$ cat src/rtl/dmem_access_ctrl.sv
// Data RAM access controller: CPU/DMA arbitration, byte-lane formatting.
// Optional: DMEM_UNSIGNED_LOAD_EN adds cpu_unsigned for LHU/LBU loads.
module dmem_access_ctrl #(
   parameter int DEPTH        = 64,
   parameter int AW           = 6,
   parameter int STARVE_LIMIT = 4
) (
   input  logic          clk,
   input  logic          rst_n,
   input  logic          cpu_req,
   input  logic          cpu_we,
   input  logic [1:0]    cpu_type,
   input  logic [31:0]   cpu_addr,
   input  logic [31:0]   cpu_wdata,
`ifdef DMEM_UNSIGNED_LOAD_EN
   input  logic          cpu_unsigned,
`endif
   output logic          cpu_ack,
   output logic [31:0]   cpu_rdata,
   output logic          cpu_err,
   input  logic          dma_req,
   input  logic          dma_we,
   input  logic [AW-1:0] dma_addr,
   input  logic [31:0]   dma_wdata,
   output logic          dma_ack,
   output logic [31:0]   dma_rdata,
   output logic          ram_en,
   output logic          ram_we,
   output logic [3:0]    ram_be,
   output logic [AW-1:0] ram_addr,
   output logic [31:0]   ram_wdata,
   input  logic [31:0]   ram_rdata
);

   localparam int SW = $clog2(STARVE_LIMIT + 1);

   typedef enum logic [1:0] {IDLE, ACCESS, RESP} state_t;

   state_t        state, next_state;
   logic [SW-1:0] starve_cnt;
   logic          dma_win, cpu_win, cpu_bad, uns_in;
   logic          sel_dma, sel_err, sel_we, sel_uns;
   logic [1:0]    sel_type, sel_lane;
   logic [3:0]    be_fmt;
   logic [31:0]   wd_fmt, ld_fmt;
   logic [15:0]   hsel;
   logic [7:0]    bsel;

`ifdef DMEM_UNSIGNED_LOAD_EN
   assign uns_in = cpu_unsigned;
`else
   assign uns_in = 1'b0;
`endif

   assign dma_win = dma_req &&
                    (!cpu_req || starve_cnt == SW'(STARVE_LIMIT));
   assign cpu_win = cpu_req && !dma_win;

   // Error decode: reserved type, misalignment, or beyond the RAM
   always_comb begin
      cpu_bad = 1'b0;
      if ({2'b00, cpu_addr[31:2]} >= 32'(DEPTH)) cpu_bad = 1'b1;
      unique case (cpu_type)
         2'b00:   if (cpu_addr[1:0] != 2'b00) cpu_bad = 1'b1;
         2'b01:   if (cpu_addr[0]) cpu_bad = 1'b1;
         2'b10:   ;
         default: cpu_bad = 1'b1;
      endcase
   end

   // Store lane enables and replicated write data
   always_comb begin
      be_fmt = 4'b1111;
      wd_fmt = cpu_wdata;
      unique case (cpu_type)
         2'b01: begin
            be_fmt = 4'b0011 << {cpu_addr[1], 1'b0};
            wd_fmt = {2{cpu_wdata[15:0]}};
         end
         2'b10: begin
            be_fmt = 4'b0001 << cpu_addr[1:0];
            wd_fmt = {4{cpu_wdata[7:0]}};
         end
         default: ;
      endcase
   end

   // State register
   always_ff @(posedge clk) begin
      if (!rst_n) state <= IDLE;
      else        state <= next_state;
   end

   // Next-state logic
   always_comb begin
      next_state = state;
      unique case (state)
         IDLE: begin
            if (dma_win)      next_state = ACCESS;
            else if (cpu_win) next_state = cpu_bad ? RESP : ACCESS;
         end
         ACCESS:  next_state = RESP;
         RESP:    next_state = IDLE;
         default: next_state = IDLE;
      endcase
   end

   // Starvation counter: counts DMA losses, cleared when DMA is granted
   always_ff @(posedge clk) begin
      if (!rst_n) begin
         starve_cnt <= '0;
      end else if (state == IDLE) begin
         if (dma_win)
            starve_cnt <= '0;
         else if (cpu_win && dma_req &&
                  starve_cnt != SW'(STARVE_LIMIT))
            starve_cnt <= starve_cnt + 1'b1;
      end
   end

   // Latch the granted request for the response phase
   always_ff @(posedge clk) begin
      if (!rst_n) begin
         sel_dma  <= 1'b0;
         sel_err  <= 1'b0;
         sel_we   <= 1'b0;
         sel_uns  <= 1'b0;
         sel_type <= 2'b00;
         sel_lane <= 2'b00;
      end else if (state == IDLE && (dma_win || cpu_win)) begin
         sel_dma  <= dma_win;
         sel_err  <= cpu_win && cpu_bad;
         sel_we   <= dma_win ? dma_we : cpu_we;
         sel_uns  <= !dma_win && uns_in;
         sel_type <= dma_win ? 2'b00 : cpu_type;
         sel_lane <= dma_win ? 2'b00 : cpu_addr[1:0];
      end
   end

   // Registered RAM strobe: one cycle, only for a valid granted access
   always_ff @(posedge clk) begin
      if (!rst_n) begin
         ram_en    <= 1'b0;
         ram_we    <= 1'b0;
         ram_be    <= 4'b0000;
         ram_addr  <= '0;
         ram_wdata <= '0;
      end else if (state == IDLE && dma_win) begin
         ram_en    <= 1'b1;
         ram_we    <= dma_we;
         ram_be    <= 4'b1111;
         ram_addr  <= dma_addr;
         ram_wdata <= dma_we ? dma_wdata : 32'h0;
      end else if (state == IDLE && cpu_win && !cpu_bad) begin
         ram_en    <= 1'b1;
         ram_we    <= cpu_we;
         ram_be    <= be_fmt;
         ram_addr  <= cpu_addr[AW+1:2];
         ram_wdata <= cpu_we ? wd_fmt : 32'h0;
      end else begin
         ram_en    <= 1'b0;
         ram_we    <= 1'b0;
         ram_be    <= 4'b0000;
         ram_addr  <= '0;
         ram_wdata <= '0;
      end
   end

   // Load lane select with sign or zero extension
   always_comb begin
      hsel   = sel_lane[1] ? ram_rdata[31:16] : ram_rdata[15:0];
      bsel   = ram_rdata[{sel_lane, 3'b000} +: 8];
      ld_fmt = ram_rdata;
      unique case (sel_type)
         2'b01:   ld_fmt = {{16{hsel[15] & ~sel_uns}}, hsel};
         2'b10:   ld_fmt = {{24{bsel[7] & ~sel_uns}}, bsel};
         default: ld_fmt = ram_rdata;
      endcase
   end

   // Response outputs: only non-zero in RESP for the granted side
   always_comb begin
      cpu_ack   = 1'b0;
      cpu_err   = 1'b0;
      cpu_rdata = 32'h0;
      dma_ack   = 1'b0;
      dma_rdata = 32'h0;
      if (state == RESP) begin
         if (sel_dma) begin
            dma_ack   = 1'b1;
            dma_rdata = ram_rdata;
         end else begin
            cpu_ack = 1'b1;
            cpu_err = sel_err;
            if (!sel_err && !sel_we) cpu_rdata = ld_fmt;
         end
      end
   end

endmodule

$ cat config.mk
export PLATFORM = sky130hd
export DESIGN_NAME = dmem_access_ctrl
export DESIGN_NICKNAME = d
export VERILOG_FILES = /design/src/rtl/dmem_access_ctrl.sv
export SDC_FILE = /design/constraint.sdc
export NUM_CORES = 1
export LEC_CHECK = 0
export CORE_MARGIN = 2
export CORE_UTILIZATION = 31
export CTS_BUF_LIST = sky130_fd_sc_hd__clkbuf_16
export CTS_CLUSTER_DIAMETER = 120
export DETAILED_ROUTE_END_ITERATION = 10
export PLACE_DENSITY = 0.78
export SKIP_LAST_GASP = 1
export SLEW_MARGIN = 10
export SYNTH_ARGS = -nofsm -noshare
export SYNTH_HDL_FRONTEND = slang
export SYNTH_SLANG_ARGS = --single-unit
$ cat constraint.sdc
create_clock -name clk -period 2.1 [get_ports clk]
set_input_delay 0.315 -clock clk [delete_from_list [all_inputs] [get_ports clk]]
set_output_delay 0.315 -clock clk [all_outputs]
set_load 0.01 [all_outputs]
==> results.txt, run 1 <==
----------------------------------------------------
[Logic synthesis]
  Main synth FF type ... sky130_fd_sc_hd__dfxtp_1
  Number of warning messages in the yosys log ... 0
  Syn Nets ... about 600
  Synthesized instance count ... between 400 and 500
  Seq cells post-synth ... 56
  Sequential cell area fraction in the yosys report ... about a third
  Yosys cell types ... 38
  Asr flop ratio synth ... 0%
  Number of enable-type register cells in the synthesized netlist ... 0
  Mean area per synthesized cell ... approximately 7.3 µm²
  Synthesized cell area ... around 3300 µm²

[Global routing]
  Maximum number of pins on one net before global-route repair ... 33
  Vias in the first global route ... roughly 4700
  First-pass GRT wire length ... 23.8 mm
  Number of antenna violations at the first check in global routing ... 0
  Overall global routing resource usage ... approximately a quarter
  Remaining global-route overflow ... 0

[Power and ir drop]
  Total power per unit cell area ... about 450 nW/µm²
  Leakage power ... roughly 3.4 nW
  Combinational fraction of design power ... between 30% and 40%
  Psw ... 0.955 mW
  Design internal power ... 2.19 mW
  Peak supply drop ... 310 µV
  Seq pwr share ... between 30% and 40%
  Sw Share ... 30.4%
  Clk network pwr share ... 26.3%

[Hold path]
  Origin of the worst min-delay path ... cpu_type[1]
  HP Class ... input pin to flip-flop
  Hold path endpoint ... sel_type[1]$_SDFFE_PN0P_
  Min-Delay Path Depth ... 4

[Critical path]
  Depth of the most critical reg-to-reg path ... 7
  Sort of element at the end of the critical path ... primary output
  Data arrival time at the worst-slack endpoint ... roughly 1.9 ns
  Minimum setup slack among reg-to-reg paths ... 0.18 ns
  Crit Path Max Fanout ... 8
  Reg2Reg Capture Point ... ram_wdata[14]$_SDFF_PN0_
  Crit path required time ... 1.78 ns
  Type of the setup path with the least slack ... flip-flop to primary output
  Nature of the critical path startpoint ... flip-flop
  Startpoint of the most critical register-to-register path ... starve_cnt[0]$_SDFFE_PN0P_

[Floorplan]
  Core area ... slightly above 10000 µm²
  Count of standard-cell rows ... 37
  Initial standard-cell utilization of the core ... a little under a third
  Die footprint ... around 11000 µm²
  Top-Level Pins ... 253
  Y dimension of the die ... approximately 110 µm
  Horizontal extent of the die ... 107 µm

[Layout]
  Fraction of layout instances using a drive strength above 1 ... ~25%
  Number of nets in the finished design ... 917
  Post-synthesis to final-layout area growth ... 114%
  Fin area ... between 7000 and 8000 µm²
  Commonest non-fill, non-tap cells in the layout ... 171 x sky130_fd_sc_hd__clkdlybuf4s50_1, 70 x sky130_fd_sc_hd__nand2_1, 70 x sky130_fd_sc_hd__buf_4
  Post-layout utilization of the core ... about two thirds
  Ant. Diodes ... 0
  Fill count ... slightly above 800
  Most common cell after layout, fill and taps aside ... sky130_fd_sc_hd__clkdlybuf4s50_1

[Place]
  Number of buffers added on ports ... 252
  Final HPWL DP ... 11.6 mm
  Post-placement setup slack ... -0.814 ns
  Final GP Congestion ... 0.893
  Total cell area at the placement stage ... approximately 6500 µm²

[Clocking]
  Maximum count of clock buffers along a single path ... 2
  CTS root buffer ... sky130_fd_sc_hd__clkbuf_16
  Clock tree sinks ... 56
  Source-to-sink clock delay at the later pin of the worst-skew pair ... between 0.2 and 0.3 ns
  Hold-fix buffers, CTS ... 0
  Clock Pin Slew Worst Setup and Hold Paths ... 0.07 ns
  CTS tree ... yes
  CTS H-tree lvls ... 2
  CTS Buf Count ... 5

[Drt]
  # DRC ... 0
  Vias per cell ... 5.08
  Total via count after detailed routing ... 4591
  Total wire length ... 15.9 mm
  Detail-routed net length per standard cell ... between 15 and 20 µm
  Number of iterations in the first detailed-routing pass ... 4
  First DRT Iteration DRCs ... 173
  Antenna viol nets, final ... 0

[STA]
  Post-Route Skew ... around 0.0054 ns
  Slew at the pin closest to its max-slew limit ... approximately 0.36 ns
  Final Max Slew Viols ... 0
  Final period demand of the worst path ... 2.23 ns
  Unrepaired setup endpoints after global routing ... true
  Worst Slack Setup Final ... -0.134 ns
  Hold Fails Final Rpt ... 0
  Setup violations, final ... 25
  Maximum frequency from static timing analysis ... 448 MHz
  Portion of the clock cycle consumed by the worst path in the final layout ... 106%
  Headroom to the max-slew limit ... 76.0%

[Flow run]
  # Max-Cap Violations ... 0

[Outcome]
  Violated checks ... negative setup slack
  Run status ... finished, violations left

----------------------------------------------------
==> layer usage <==
layer | GRT usage, % | up-vias | wire length, µm
li1 | - | 2194 | -
met1 | 29.9 | 2140 | 6080
met2 | 47.8 | 227 | 8210
met3 | 6.20 | 30 | 1220
met4 | 8.91 | 0 | 393
met5 | 0 | - | 0
==> worst max-delay path, stage by stage, from the launching register on <==
cell	delay [ns]
sky130_fd_sc_hd__dfxtp_2	0.35
sky130_fd_sc_hd__mux2_4	0.33
sky130_fd_sc_hd__a21oi_4	0.16
sky130_fd_sc_hd__a21boi_4	0.22
sky130_fd_sc_hd__a21o_4	0.21
sky130_fd_sc_hd__buf_16	0.15
sky130_fd_sc_hd__a21oi_1	0.05
sky130_fd_sc_hd__buf_2	0.17
==> logic make-up after synthesis <==
family | count (synthesis) | synth area share [%]
compound gates | 137 | 27.6
xor+xnor | 2 | 0.531
fa+ha+maj | 8 | 3.04
buf+inv | 73 | 9.22
flops | 56 | 34.0
mux | 1 | 0.342
simple gates | 175 | 25.3
==> registers in the layout (all words and copies together), names as in the netlist <==
| register | count |
|---|---|
| ram_addr | 6 |
| ram_be | 4 |
| ram_en | 1 |
| ram_wdata | 32 |
| ram_we | 1 |
| sel_dma | 1 |
| sel_err | 1 |
| sel_lane | 2 |
| sel_type | 2 |
| sel_we | 1 |
| starve_cnt | 3 |
| state | 2 |
==> how the worst max path moves through the flow <==
stage               slack, ns                     start                        to  cells after the start
floorplan               -0.02               cpu_type[1]  ram_wdata[11]$_SDFF_PN0_                      9
global placement        -0.65               cpu_type[0]  ram_wdata[30]$_SDFF_PN0_                      7
detailed placement      -0.81               cpu_type[0]  ram_wdata[28]$_SDFF_PN0_                      7
CTS                     -0.13     state[0]$_SDFFE_PN0P_             dma_rdata[22]                      6
global route            -0.18  sel_lane[1]$_SDFFE_PN0P_             cpu_rdata[22]                      7
finish                  -0.13  sel_lane[1]$_SDFFE_PN0P_             cpu_rdata[22]                      7
==> Yosys cell counts (all sizes together), types with 6 or more instances <==
master / count / area, µm²
and2: 34 / 213
clkbuf: 22 / 82.6
o31ai: 17 / 138
a31oi: 9 / 56.3
ha: 8 / 100
o21ai: 24 / 120
a21oi: 40 / 200
dfxtp: 56 / 1120
nand3: 6 / 30.0
a221oi: 15 / 131
nor2: 36 / 135
buf: 9 / 63.8
a22o: 13 / 114
inv: 42 / 158
nand2: 70 / 263
o22ai: 7 / 43.8
nor2b: 10 / 62.6
==> power by group through the flow <==
stage,combinational (mW),clock [mW],sequential (mW)
after floorplan,0.370,0,1.17
after global placement,1.04,0,1.15
after detailed placement,1.05,0,1.15
after CTS,1.11,0.843,1.13
after global routing,1.27,0.880,1.13
final,1.19,0.826,1.13
==> through the flow <==
stage,total power [mW],instances,hold WS [ns],setup TNS (ns)
floorplan,1.54,452,0.423,-0.219
global placement,2.19,884,0.458,-38.06
detailed placement,2.20,884,0.469,-43.67
CTS,3.08,902,0.478,-3.27
global route,3.28,904,0.513,-3.57
finish,3.15,904,0.471,-2.13
==> layout make-up <==
| class | instances | area [µm²] | share of cell area [%] |
|---|---|---|---|
| Sequential cell | 56 | 1120 | 15.9 |
| Clock inverter | 3 | 20.0 | 0.283 |
| Timing Repair Buffer | 337 | 3170 | 44.9 |
| Inverter | 42 | 158 | 2.23 |
| Multi-Input combinational cell | 325 | 2290 | 32.5 |
| Clock buffer | 5 | 125 | 1.77 |
| Tap cell | 136 | 170 | 2.41 |
==> what timing repair did <==
| item | in CTS | in global routing |
|---|---|---|
| setup endpoints to repair | 112 | 88 |
| setup buffers | 5 | 2 |
| cloned | 6 | 0 |
| pin swaps | 23 | 20 |
| resized for setup | 218 | 68 |
Power figures use the tool's default switching activity.
==> run 2, diff against run 1 <==
CTS_CLUSTER_DIAMETER = unset   (was 120)
==> results of run 2 <==
Same layout as run 1: the final DEF is identical, and so are final timing and power.
